File: config.mk
export PLATFORM = sky130hd
export DESIGN_NAME = lfsr16_err_counter
export DESIGN_NICKNAME = d
export VERILOG_FILES = /design/src/rtl/lfsr16_err_counter.sv
export SDC_FILE = /design/constraint.sdc
export NUM_CORES = 1
export LEC_CHECK = 0
export ABC_AREA = 1
export BUFFER_PORTS_ARGS = -buffer_cell sky130_fd_sc_hd__clkbuf_2
export CAP_MARGIN = 10
export CORE_UTILIZATION = 53
export CTS_CLUSTER_SIZE = 16
export DETAILED_ROUTE_END_ITERATION = 7
export GPL_TIMING_DRIVEN = 0
export PLACE_DENSITY = 0.76
export SLEW_MARGIN = 25
export SYNTH_ARGS = -nofsm -noshare
export SYNTH_HDL_FRONTEND = slang
export SYNTH_SLANG_ARGS = --single-unit
export TNS_END_PERCENT = 5
File: constraint.sdc
create_clock -name clk -period 1.45 [get_ports clk]
set_input_delay 0.2175 -clock clk [delete_from_list [all_inputs] [get_ports clk]]
set_output_delay 0.2175 -clock clk [all_outputs]
set_load 0.05 [all_outputs]
File: src/rtl/lfsr16_err_counter.sv
// Saturating error counter; clear takes effect first, then the increment.
module lfsr16_err_counter #(
    parameter int unsigned ERR_W = 16
) (
    input  logic             clk,
    input  logic             rst,
    input  logic             clr,
    input  logic             inc,
    output logic [ERR_W-1:0] cnt
);

    logic [ERR_W-1:0] cnt_q;
    logic [ERR_W-1:0] cnt_d;

    always_comb begin
        cnt_d = cnt_q;
        if (clr) begin
            cnt_d = '0;
        end
        if (inc && (cnt_d != {ERR_W{1'b1}})) begin
            cnt_d = cnt_d + ERR_W'(1);
        end
    end

    always_ff @(posedge clk or negedge rst) begin
        if (!rst) begin
            cnt_q <= '0;
        end else begin
            cnt_q <= cnt_d;
        end
    end

    assign cnt = cnt_q;

endmodule

After elaboration in Yosys (flattened, before gate mapping) --
Cells that the tools add are included. W data, S select, Z words.
Storage, ports and cells: flip-flop bits (word level) 16, bits in latches 0, RAM bits 0, ROM bits 0, bits of input ports 4, output and inout bits 16, memories kept 0
Cells by class: add/subtract/negate cells 1, multipliers 0, div/mod/pow operators 0, $lt $le $gt $ge 0, equal/unequal tests 1, shifts and indexed selects 0, muxes and demuxes 2, bitwise operators 0, reductions and logical operators 1
Operators with widths (number):
- $mux W16 | 2
- $add A16 B1 Y16 const B | 1
- $ne A16 B16 Y1 const B | 1
- $logic_and A1 B1 Y1 | 1

Logic depth before layout (Yosys ltp) --
Gate-level depths: netlist (run 1).
depth in word-level cells 4, mapped depth 11

Least setup slack after synthesis (run 1) --
No wires, ideal clock.
path kind reg2reg, start point register cnt_q[1], in the netlist cnt[1], end point register cnt_q[1], in the netlist cnt[1], library setup time 0.065 ns, arrival 1.622 ns, setup slack -0.237 ns, stages on the path, launching flop included 10, buffers on the path 1, cells stage by stage dfrtp_1 > nand3_2 > inv_2 > nand2_2 > nor2_4 > nand2_4 > nand2_2 > buf_6 > nand3_2 > nand2_1
On the way: longest elaborated chain between the ends 4
RTL lines:
- from (decl) | line 12 | logic [ERR_W-1:0] cnt_q;
- from (signal assigned) | line 29 | cnt_q <= cnt_d;
- $mux W16 * | line 17 | if (clr) begin
- parallel branches: the longest is 2 deep, another holds $add A16 B1 Y16
- $mux W16 * | line 20 | if (inc && (cnt_d != {ERR_W{1'b1}})) begin
- net cnt_d[1] | line 13 | logic [ERR_W-1:0] cnt_d;
Mark *: on every way through the listed nets, which the timed path passes.

Final worst setup path (run 1) --
start point register cnt_q[2], in the netlist cnt[2], end point register cnt_q[10], in the netlist cnt[10]
Same word-level chain as after synthesis.

==> impl_metrics.ini, run 1 <==
[sta]
max_slew_margin_pct = 71.51
grt_setup_unrepaired = yes
final.setup_skew_ns = 0.003174
setup_viol = 0
maximum_achievable_frequency_mhz = 707.9
layout_worst_path_cycle_share_pct = 97.43
finalHoldViolations = 0
finalHoldWorstSlack_ns = 0.2481
timing.final.max_slew_violations = 0
min_period_ns = 1.413
totalNegativeSetupSlack_ns = 0
worst_pin_slew_ns = 0.4257

[status]
outcome = finished, final reports clean

[critical_path]
crit_path_top_delay_cell = sky130_fd_sc_hd__dfrtp_2
setup.worst_path.end_class = flop
timing.critical_path.cells = buf_4 > nand2_4 > nor2_4 > nand2_2 > nor2_4 > nand2_4 > nand2_4 > buf_4 > nand2_1 > nand2_1
crit-reg2reg-launch = cnt[2]
cp_most_frequent_cell = sky130_fd_sc_hd__nand2_4
path_max_fanout = 8
critPathArrivalTime_ns = 1.64
crit_path_max_incr_delay_ns = 0.38
worst_setup_path_start_kind = flop
crit_required_ns = 1.67
cp-startpoint = cnt[2]
criticalPathCategory = flop to flop

[layout]
nNetsFinal = 218
mostFrequentLayoutCells = sky130_fd_sc_hd__nand2_1, sky130_fd_sc_hd__inv_1, sky130_fd_sc_hd__nor2_1, sky130_fd_sc_hd__clkbuf_2, sky130_fd_sc_hd__dfrtp_2
synthToLayoutAreaGrowth_pct = 19.64
max_reg_flops = 16
layout.cells.most_common = sky130_fd_sc_hd__nand2_1
final_layout_fill_cell_count = 186
final-instance-count-excl-fill = 239
fraction_of_final_layout_cells_sized_beyond_drive_strength_1_pct = 31.60
n_antenna_cell = 0

[global_route]
grt_util_all_layers_pct = 25.93
first_global_vias = 1061
maximum_number_of_pins_on_one_net_before_global_route_repair = 17
grt_overflow = 0
initial_antenna_violation_count = 0
first_pass_grt_wire_length_mm = 4.788

[synth]
synthCells = 186
synthesized_cell_area_um2 = 1191
syn-mean-instance-area_um2 = 6.404
synth-seq-cells = 16
yosys_warns = 0
synth.yosys.seq_area_share_pct = 33.61
postSynthNetCount = 190
yosys_cell_types = 20

[detailed_routing]
avgViaCountPerCell = 5.138
first_iter_violations = 44
drt-wirelength-per-cell_um = 11.93
dr_total_vias = 1228
drtAntennaViolNets = 0
firstDrtPassIters = 4
drcViolationCount = 0
drt-total-wl_mm = 2.851

[placement]
port_buffers = 19
routabilityCongestion = 0.9421
hpwl_reported_at_the_end_of_detailed_placement_mm = 2.130
dp_cells = 232

[floorplanning]
top_level_i_o_count = 20
floorplan.die.width_um = 49.41
fp.dieArea_um2 = 2441
die_y_um = 49.41
placementRows = 16
placeableCoreArea_um2 = 2042
effective_utilization_at_floorplan_pct = 58.33

[cts]
tritoncts = yes
worst_skew_pair.late_latency_ns = 0.29
clkSlewWorstSetupHoldPaths_ns = 0.09
numClockSinks = 16
root_buffer = sky130_fd_sc_hd__clkbuf_4
cts-buffers-inserted = 3
htree_levels = 1
clockBufferDepth = 2

[power_and_ir_drop]
power_leakage_nw = 0.6939
powerDensity_nw_per_um2 = 574.2
max-vdd-ir-drop_v = 0.0005312

[flow_run]
maxCapViolations = 0

[min_path]
hold_path_class = input port to flop
hold_path.startpoint = clr
per-layer routing:
metal | global-route usage [%] | wire [um] | vias to the layer above
met5 | 0 | 0 | -
met4 | 9.048 | 43 | 0
met3 | 3.738 | 104 | 5
met2 | 42.92 | 1327 | 32
met1 | 34.30 | 1375 | 562
li1 | - | - | 629
cells in the mapped netlist:
| cell type | n | area [um^2] |
|---|---|---|
| sky130_fd_sc_hd__nand2_1 | 65 | 244.0 |
| sky130_fd_sc_hd__nand2_2 | 2 | 12.51 |
| sky130_fd_sc_hd__xor2_1 | 2 | 17.52 |
| sky130_fd_sc_hd__nand2_4 | 2 | 22.52 |
| sky130_fd_sc_hd__buf_2 | 2 | 10.01 |
| sky130_fd_sc_hd__nand3b_1 | 2 | 15.01 |
| sky130_fd_sc_hd__xnor2_1 | 2 | 17.52 |
| sky130_fd_sc_hd__o22ai_1 | 1 | 6.260 |
| sky130_fd_sc_hd__dfrtp_1 | 16 | 400.4 |
| sky130_fd_sc_hd__nor2_1 | 30 | 112.6 |
| sky130_fd_sc_hd__nor2_2 | 1 | 6.260 |
| sky130_fd_sc_hd__nand3_2 | 4 | 40.04 |
| sky130_fd_sc_hd__nand3_1 | 15 | 75.07 |
| sky130_fd_sc_hd__nand4_1 | 8 | 50.05 |
| sky130_fd_sc_hd__buf_6 | 2 | 22.52 |
| sky130_fd_sc_hd__inv_2 | 4 | 15.01 |
| sky130_fd_sc_hd__o21ai_1 | 2 | 10.01 |
| sky130_fd_sc_hd__nor3_1 | 1 | 5.000 |
| sky130_fd_sc_hd__nor2_4 | 2 | 22.52 |
| sky130_fd_sc_hd__inv_1 | 23 | 86.33 |
power breakdown:
| part | switching, W | internal, W |
|---|---|---|
| Combinational | 0.0000839 | 0.0000320 |
| Clock | 0.000140 | 0.0000966 |
| Sequential | 0.0000117 | 0.000454 |
| Total | 0.000236 | 0.000582 |
what timing repair did:
| action | in CTS | in global routing |
|---|---|---|
| hold endpoints to repair | 16 | 0 |
| setup endpoints to repair | 0 | 12 |
| hold buffers | 1 | 0 |
| buffers inserted | 0 | 2 |
| gates resized for setup | 0 | 9 |
critical path: cells and delay by family, from the launching register on:
kind / cells / cell delay (ns)
buf+inv: 2 / 0.27
flops: 1 / 0.38
simple gates: 8 / 0.70
path summary, 6_finish.rpt:
path,cells past startpoint,end,slack [ns]
max in group asynchronous,2,cnt[11],0.77
setup reg to reg,10,cnt[10],0.04
min in group asynchronous,2,cnt[5],0.37
hold / removal,4,cnt[14],0.25
hold reg to reg,2,cnt[15],0.54
setup / recovery,10,cnt[10],0.04
cells by family (layout without fill, tap and decap cells):
logic type	after synthesis	in the layout	share of synthesized area [%]
XOR/XNOR	4	4	2.942
buffers and inverters	31	57	11.24
AND/OR/NAND/NOR	132	132	50.84
flip-flops	16	16	33.61
AO/OA/AOI/OAI	3	3	1.366
metrics by stage:
| stage | utilization, % | total power [W] | area, um^2 | worst slack [ns] |
|---|---|---|---|---|
| floorplan | - | 0.0005444 | 1219 | 0.001589 |
| global placement | 65.99 | 0.0005785 | 1348 | -0.05237 |
| detailed placement | 65.99 | 0.0005812 | 1348 | -0.1069 |
| CTS | 67.59 | 0.0008194 | 1380 | 0.02209 |
| global route | 69.79 | 0.0008514 | 1425 | -0.04257 |
| finish | 69.79 | 0.0008184 | 1425 | 0.03730 |
final cells by class:
class                           instances  area, um^2  area share, %
Inverter                               27       101.3          7.111
Sequential cell                        16       420.4          29.50
Buffer                                  4       32.53          2.283
Tap cell                               27       33.78          2.370
Timing Repair Buffer                   23       127.6          8.955
Clock buffer                            3       22.52          1.580
Multi-Input combinational cell        139       686.9          48.20
(Power assumes the default switching activity.)
==> inputs of run 2 (changes only) <==
Clock period 1.45 ns to 1.4 ns, I/O delays scaled along.
==> run 2 against run 1 <==
Cell count is 2.5% higher. Global-route usage is 0.93 points higher. First-iteration DRC count is 57% higher. Clock-buffer cell count stayed put. Fmax is 3.3% higher. Die area stayed put. Sequential share of layout area is 1.5 points lower. Register-to-register slack hardly changed. Critical path type unchanged. Largest power group unchanged. Highest routed layer unchanged.
==> impl_metrics.ini, run 2 (synthesized netlist as in run 1, its figures left out) <==
[status]
outcome = finished, final reports clean

[floorplanning]
die_y_um = 49.41
placeableCoreArea_um2 = 2042
top_level_i_o_count = 20
placementRows = 16
floorplan.die.width_um = 49.41
fp.dieArea_um2 = 2441
effective_utilization_at_floorplan_pct = 58.33

[flow_run]
maxCapViolations = 0

[cts]
htree_levels = 1
cts-buffers-inserted = 3
clkSlewWorstSetupHoldPaths_ns = 0.09
numClockSinks = 16
worst_skew_pair.late_latency_ns = 0.30
tritoncts = yes
clockBufferDepth = 2
root_buffer = sky130_fd_sc_hd__clkbuf_4

[layout]
final_layout_fill_cell_count = 168
max_reg_flops = 16
mostFrequentLayoutCells = sky130_fd_sc_hd__nand2_1, sky130_fd_sc_hd__inv_1, sky130_fd_sc_hd__nor2_1, sky130_fd_sc_hd__clkbuf_2, sky130_fd_sc_hd__dfrtp_2
multi_input_area_um2 = 716.9
nNetsFinal = 224
fraction_of_final_layout_cells_sized_beyond_drive_strength_1_pct = 36.24
synthToLayoutAreaGrowth_pct = 26.16
layout.cells.most_common = sky130_fd_sc_hd__nand2_1
sequential_cell_area_um2 = 420.4
n_antenna_cell = 0
final-instance-count-excl-fill = 245

[sta]
timing.final.max_slew_violations = 0
finalHoldWorstSlack_ns = 0.2233
final.setup_skew_ns = 0.001975
grt_setup_unrepaired = yes
finalHoldViolations = 0
maximum_achievable_frequency_mhz = 731.5
min_period_ns = 1.367
setup_viol = 0
layout_worst_path_cycle_share_pct = 97.65
worst_pin_slew_ns = 0.4191
max_slew_margin_pct = 72.06

[power_and_ir_drop]
switching_share_pct = 29.95
share_clk_of_total_power_pct = 29.1
power_report.internal_total_w = 0.0006122
p_total_w = 0.0008740
comb_power_share_pct = 15.8
net-switching-power_w = 0.0002618
pwr-share-seq_pct = 55.1
powerDensity_nw_per_um2 = 581.6
max-vdd-ir-drop_v = 0.0007079
power_leakage_nw = 0.7399

[min_path]
hold_path_class = input port to flop
hold_path.startpoint = clr

[detailed_routing]
dr_total_vias = 1306
drt-total-wl_mm = 3.251
drtAntennaViolNets = 0
first_iter_violations = 69
drcViolationCount = 0
avgViaCountPerCell = 5.331
drt-wirelength-per-cell_um = 13.27
firstDrtPassIters = 5

[critical_path]
cp_most_frequent_cell = sky130_fd_sc_hd__nand2_1
crit_required_ns = 1.60
timing.critical_path.cells = nand3_4 > nor2_1 > nand2_1 > xnor2_1 > nand2_1 > nand2_1
crit_path_top_delay_cell = sky130_fd_sc_hd__dfrtp_2
critPathArrivalTime_ns = 1.56
crit_path_max_incr_delay_ns = 0.44
crit-reg2reg-launch = cnt[0]
setup.worst_path.end_class = flop
critPathBufInv = 0
path_max_fanout = 5
cp-startpoint = cnt[0]
criticalPathCategory = flop to flop
critical_path.top_delay_family = simple AND/OR/NAND/NOR gates
worst_setup_path_start_kind = flop

[global_route]
grt_util_all_layers_pct = 26.86
first_global_vias = 1095
first_pass_grt_wire_length_mm = 4.871
maximum_number_of_pins_on_one_net_before_global_route_repair = 17
grt_overflow = 0
initial_antenna_violation_count = 0

[placement]
hpwl_reported_at_the_end_of_detailed_placement_mm = 2.252
routabilityCongestion = 0.9037
dp_cells = 232
port_buffers = 19
run 2: path summary, 6_finish.rpt:
path / slack, ns / depth (start not counted) / endpoint
worst max-delay path: 0.03 / 6 / cnt[7]
worst min-delay path: 0.22 / 4 / cnt[14]
worst max register to register: 0.03 / 6 / cnt[7]
worst min register to register: 0.53 / 2 / cnt[15]
max in group asynchronous: 0.72 / 2 / cnt[14]
min in group asynchronous: 0.36 / 2 / cnt[7]
run 2: worst min-delay path, cell delays in order:
cell	delay, ns
sky130_fd_sc_hd__clkbuf_2	0.12
sky130_fd_sc_hd__nor2_2	0.06
sky130_fd_sc_hd__nand2_1	0.06
sky130_fd_sc_hd__nand2_1	0.04
run 2: timing repair:
action / CTS / global route
setup buffers: 0 / 8
endpoints found under the setup margin: 0 / 13
hold buffers: 1 / 0
endpoints found under the hold margin: 16 / 0
resized for setup: 0 / 15
run 2: cell type report:
class / count / area share, %
multi-input cells: 139 / 47.71
flip-flops and latches: 16 / 27.98
inverters: 27 / 6.911
plain buffers: 4 / 2.165
repair buffers: 29 / 11.49
well taps: 27 / 2.248
clock buffers: 3 / 1.499
run 2: metrics by stage:
stage / setup slack [ns] / area [um^2] / util (%) / setup TNS [ns]
global route: -0.06380 / 1503 / 73.59 / -0.1941
detailed placement: -0.1201 / 1355 / 66.36 / -1.207
CTS: 0.02216 / 1388 / 67.95 / 0
floorplan: -0.01681 / 1226 / - / -0.04936
finish: 0.03296 / 1503 / 73.59 / 0
global placement: -0.08880 / 1355 / 66.36 / -0.8549
run 2: metal layers:
layer | up-vias | wire, um | global-route usage [%]
met2 | 50 | 1528 | 43.15
met5 | - | 0 | 0
li1 | 646 | - | -
met4 | 0 | 97 | 13.33
met1 | 599 | 1453 | 34.68
met3 | 11 | 172 | 4.361
run 2: power by group through the flow:
stage / Combinational (W) / Clock (W) / Sequential [W]
3_3_place_gp: 0.000109 / 0 / 0.000492
5_1_grt: 0.000149 / 0.000276 / 0.000482
6_report: 0.000138 / 0.000254 / 0.000482
2_1_floorplan: 0.0000497 / 0 / 0.000515
3_5_place_dp: 0.000112 / 0 / 0.000493
4_1_cts: 0.000114 / 0.000259 / 0.000483
==> inputs of run 3 (changes only) <==
--- a/config.mk
+++ b/config.mk
@@ -6,12 +6,11 @@
 export NUM_CORES = 1
 export LEC_CHECK = 0
-export ABC_AREA = 1
 export BUFFER_PORTS_ARGS = -buffer_cell sky130_fd_sc_hd__clkbuf_2
 export CAP_MARGIN = 10
-export CORE_UTILIZATION = 53
+export CORE_UTILIZATION = 52
 export CTS_CLUSTER_SIZE = 16
 export DETAILED_ROUTE_END_ITERATION = 7
 export GPL_TIMING_DRIVEN = 0
-export PLACE_DENSITY = 0.76
+export PLACE_DENSITY = 0.77
 export SLEW_MARGIN = 25
 export SYNTH_ARGS = -nofsm -noshare
==> constraint.sdc (replaced) <==
create_clock -name clk -period 1.4 [get_ports clk]
set_input_delay 0.21 -clock clk [delete_from_list [all_inputs] [get_ports clk]]
set_output_delay 0.21 -clock clk [all_outputs]
set_load 0.005 [all_outputs]
==> run 3 against run 2 <==
The run now ends with DRC, setup timing left. Via count decreased by 40%. Clock-buffer cell count unchanged. Combinational power decreased by 54%. Synthesized area decreased by 22%. Highest routed layer unchanged.
==> impl_metrics.ini, run 3 <==
[synth]
number_of_enable_flip_flop_cells_after_synthesis = 0
postSynthNetCount = 89
synth-main-ff-cell = sky130_fd_sc_hd__dfrtp_1
syn-mean-instance-area_um2 = 10.86
synth.top_cell.area_share_pct = 43.36
yosys_cell_types = 37
synthesized_cell_area_um2 = 923.4
async_reset_ff_share_pct = 100.0
synth.most_common_cell = sky130_fd_sc_hd__dfrtp_1
synth.cells.most_frequent = sky130_fd_sc_hd__dfrtp_1, sky130_fd_sc_hd__nand2_1, sky130_fd_sc_hd__a21oi_1
synth.yosys.seq_area_share_pct = 43.36
synth-seq-cells = 16
synthCells = 85
netlist.top_cell.by_area = sky130_fd_sc_hd__dfrtp_1
yosys_warns = 0
netlist_top_cells_area = sky130_fd_sc_hd__dfrtp_1, sky130_fd_sc_hd__nor4_4, sky130_fd_sc_hd__nand2_1

[placement]
port_buffers = 19
hpwl_reported_at_the_end_of_detailed_placement_mm = 1.376
detailed_place.area_um2 = 1039
routabilityCongestion = 0.7872

[detailed_routing]
drtAntennaViolNets = 0
drt-total-wl_mm = 2.035
firstDrtPassIters = 8
dr_total_vias = 789
avgViaCountPerCell = 6.116
first_iter_violations = 19
drcViolationCount = 1
drt-wirelength-per-cell_um = 15.78

[sta]
finalHoldViolations = 0
timing.final.max_slew_violations = 0
layout_worst_path_cycle_share_pct = 105.7
max_slew_margin_pct = 72.34
worst_pin_slew_ns = 0.4149
maximum_achievable_frequency_mhz = 675.6
min_period_ns = 1.480
grt_setup_unrepaired = yes
setup_viol = 6
setup_slack_ns = -0.08015
final.setup_skew_ns = 0.0009147

[global_route]
first_global_vias = 792
grt_overflow = 0
first_pass_grt_wire_length_mm = 3.512
grt_util_all_layers_pct = 24.91
initial_antenna_violation_count = 0
maximum_number_of_pins_on_one_net_before_global_route_repair = 17

[status]
outcome = finished, violations left
failed_checks = DRC, setup timing

[critical_path]
crit_path_max_incr_delay_ns = 0.43
crit_required_ns = 1.57
path_max_fanout = 5
setup.worst_path.end_class = flop
critical_path.top_delay_family = simple AND/OR/NAND/NOR gates
criticalPathCategory = flop to flop
timing.critical_path.cells = nand4_1 > nor4_4 > and4b_1 > nor3_1
critPathBufInv = 0
crit_path_top_delay_cell = sky130_fd_sc_hd__dfrtp_1
worst_setup_path_start_kind = flop
critPathArrivalTime_ns = 1.65

[cts]
htree_levels = 1
root_buffer = sky130_fd_sc_hd__clkbuf_4
numClockSinks = 16
clockBufferDepth = 2
tritoncts = yes
worst_skew_pair.late_latency_ns = 0.27
cts-buffers-inserted = 3
clkSlewWorstSetupHoldPaths_ns = 0.09

[layout]
synthToLayoutAreaGrowth_pct = 23.04
fraction_of_final_layout_cells_sized_beyond_drive_strength_1_pct = 46.02
layout.cells.most_common = sky130_fd_sc_hd__clkbuf_2
finalInstanceArea_um2 = 1136
max_reg_flops = 16
mostFrequentLayoutCells = sky130_fd_sc_hd__clkbuf_2, sky130_fd_sc_hd__dfrtp_1, sky130_fd_sc_hd__nand2_1, sky130_fd_sc_hd__a21oi_1, sky130_fd_sc_hd__dfrtp_2
final_util_pct = 72.06
n_antenna_cell = 0
nNetsFinal = 119

[floorplanning]
effective_utilization_at_floorplan_pct = 58.57
die_y_um = 44.14
floorplan.die.width_um = 44.14
top_level_i_o_count = 20
placementRows = 14
fp.dieArea_um2 = 1948
placeableCoreArea_um2 = 1577

[power_and_ir_drop]
max-vdd-ir-drop_v = 0.0006421
power_leakage_nw = 0.6292
powerDensity_nw_per_um2 = 677.5

[min_path]
hold_path_class = input port to flop

[flow_run]
maxCapViolations = 0
-- run 3: per-stage QoR --
stage	power, W	hold slack, ns	setup WS [ns]	setup TNS (ns)	std cells
after CTS	0.0007750	0.2360	-0.02600	-0.07524	129
final	0.0007697	0.2415	-0.08015	-0.2302	129
after global placement	0.0005344	0.1517	-0.07237	-0.3957	120
after detailed placement	0.0005360	0.1556	-0.1341	-0.7370	120
after floorplan	0.0005089	-0.08559	0.03903	0	85
after global routing	0.0008057	0.2393	-0.1376	-0.8251	129
-- run 3: worst min-delay path, delay by kind of cell --
kind	cells	cell delay, ns
buffers and inverters	2	0.23
AOI/OAI and AO/OA	1	0.05
-- run 3: logic make-up after synthesis --
kind of cell	synth area share (%)
muxes	3.252
AOI/OAI and AO/OA	11.65
and+or+nand+nor	36.18
xor gates and xnor gates	1.897
buffers and inverters	3.658
DFF	43.36
-- run 3: cell type report --
| type | count | area [um^2] |
|---|---|---|
| fill | 124 | 440.4 |
| timing repair buffer | 25 | 142.6 |
| sequential | 16 | 407.9 |
| clock buffer | 3 | 22.52 |
| multi-input combinational | 62 | 509.2 |
| inverter | 5 | 18.77 |
| buffer | 2 | 15.01 |
| tap | 16 | 20.02 |
-- run 3: worst paths after layout --
kind	from	endpoint	depth (start not counted)	slack, ns
worst max-delay path	cnt[2]	cnt[14]	4	-0.08
max in group asynchronous	rst	cnt[6]	2	0.70
worst min-delay path	clr	cnt[2]	3	0.24
min in group asynchronous	rst	cnt[5]	2	0.40
worst min register to register	cnt[15]	cnt[15]	1	0.52
worst max register to register	cnt[2]	cnt[14]	4	-0.08
-- run 3: report_power, final --
part           leakage (nW)  switching (W)  internal (W)
registers             0.211     0.00000696      0.000468
clock network        0.0138       0.000131     0.0000996
logic                 0.405      0.0000349     0.0000292
total                 0.629       0.000173      0.000596
-- run 3: per-layer routing --
layer | up-vias | part of all wire, % | track usage, %
li1 | 372 | - | -
met1 | 390 | 44 | 31.33
met2 | 21 | 50 | 40.59
met3 | 6 | 3.3 | 3.673
met4 | 0 | 2.4 | 14.55
met5 | - | 0 | 0
-- run 3: repair_timing --
action / 4_1_cts / 5_1_grt
setup buffers: 5 / 0
endpoints found under the setup margin: 10 / 13
hold buffers: 1 / 0
endpoints found under the hold margin: 16 / 0
pin swaps: 8 / 7
gates resized for setup: 10 / 1
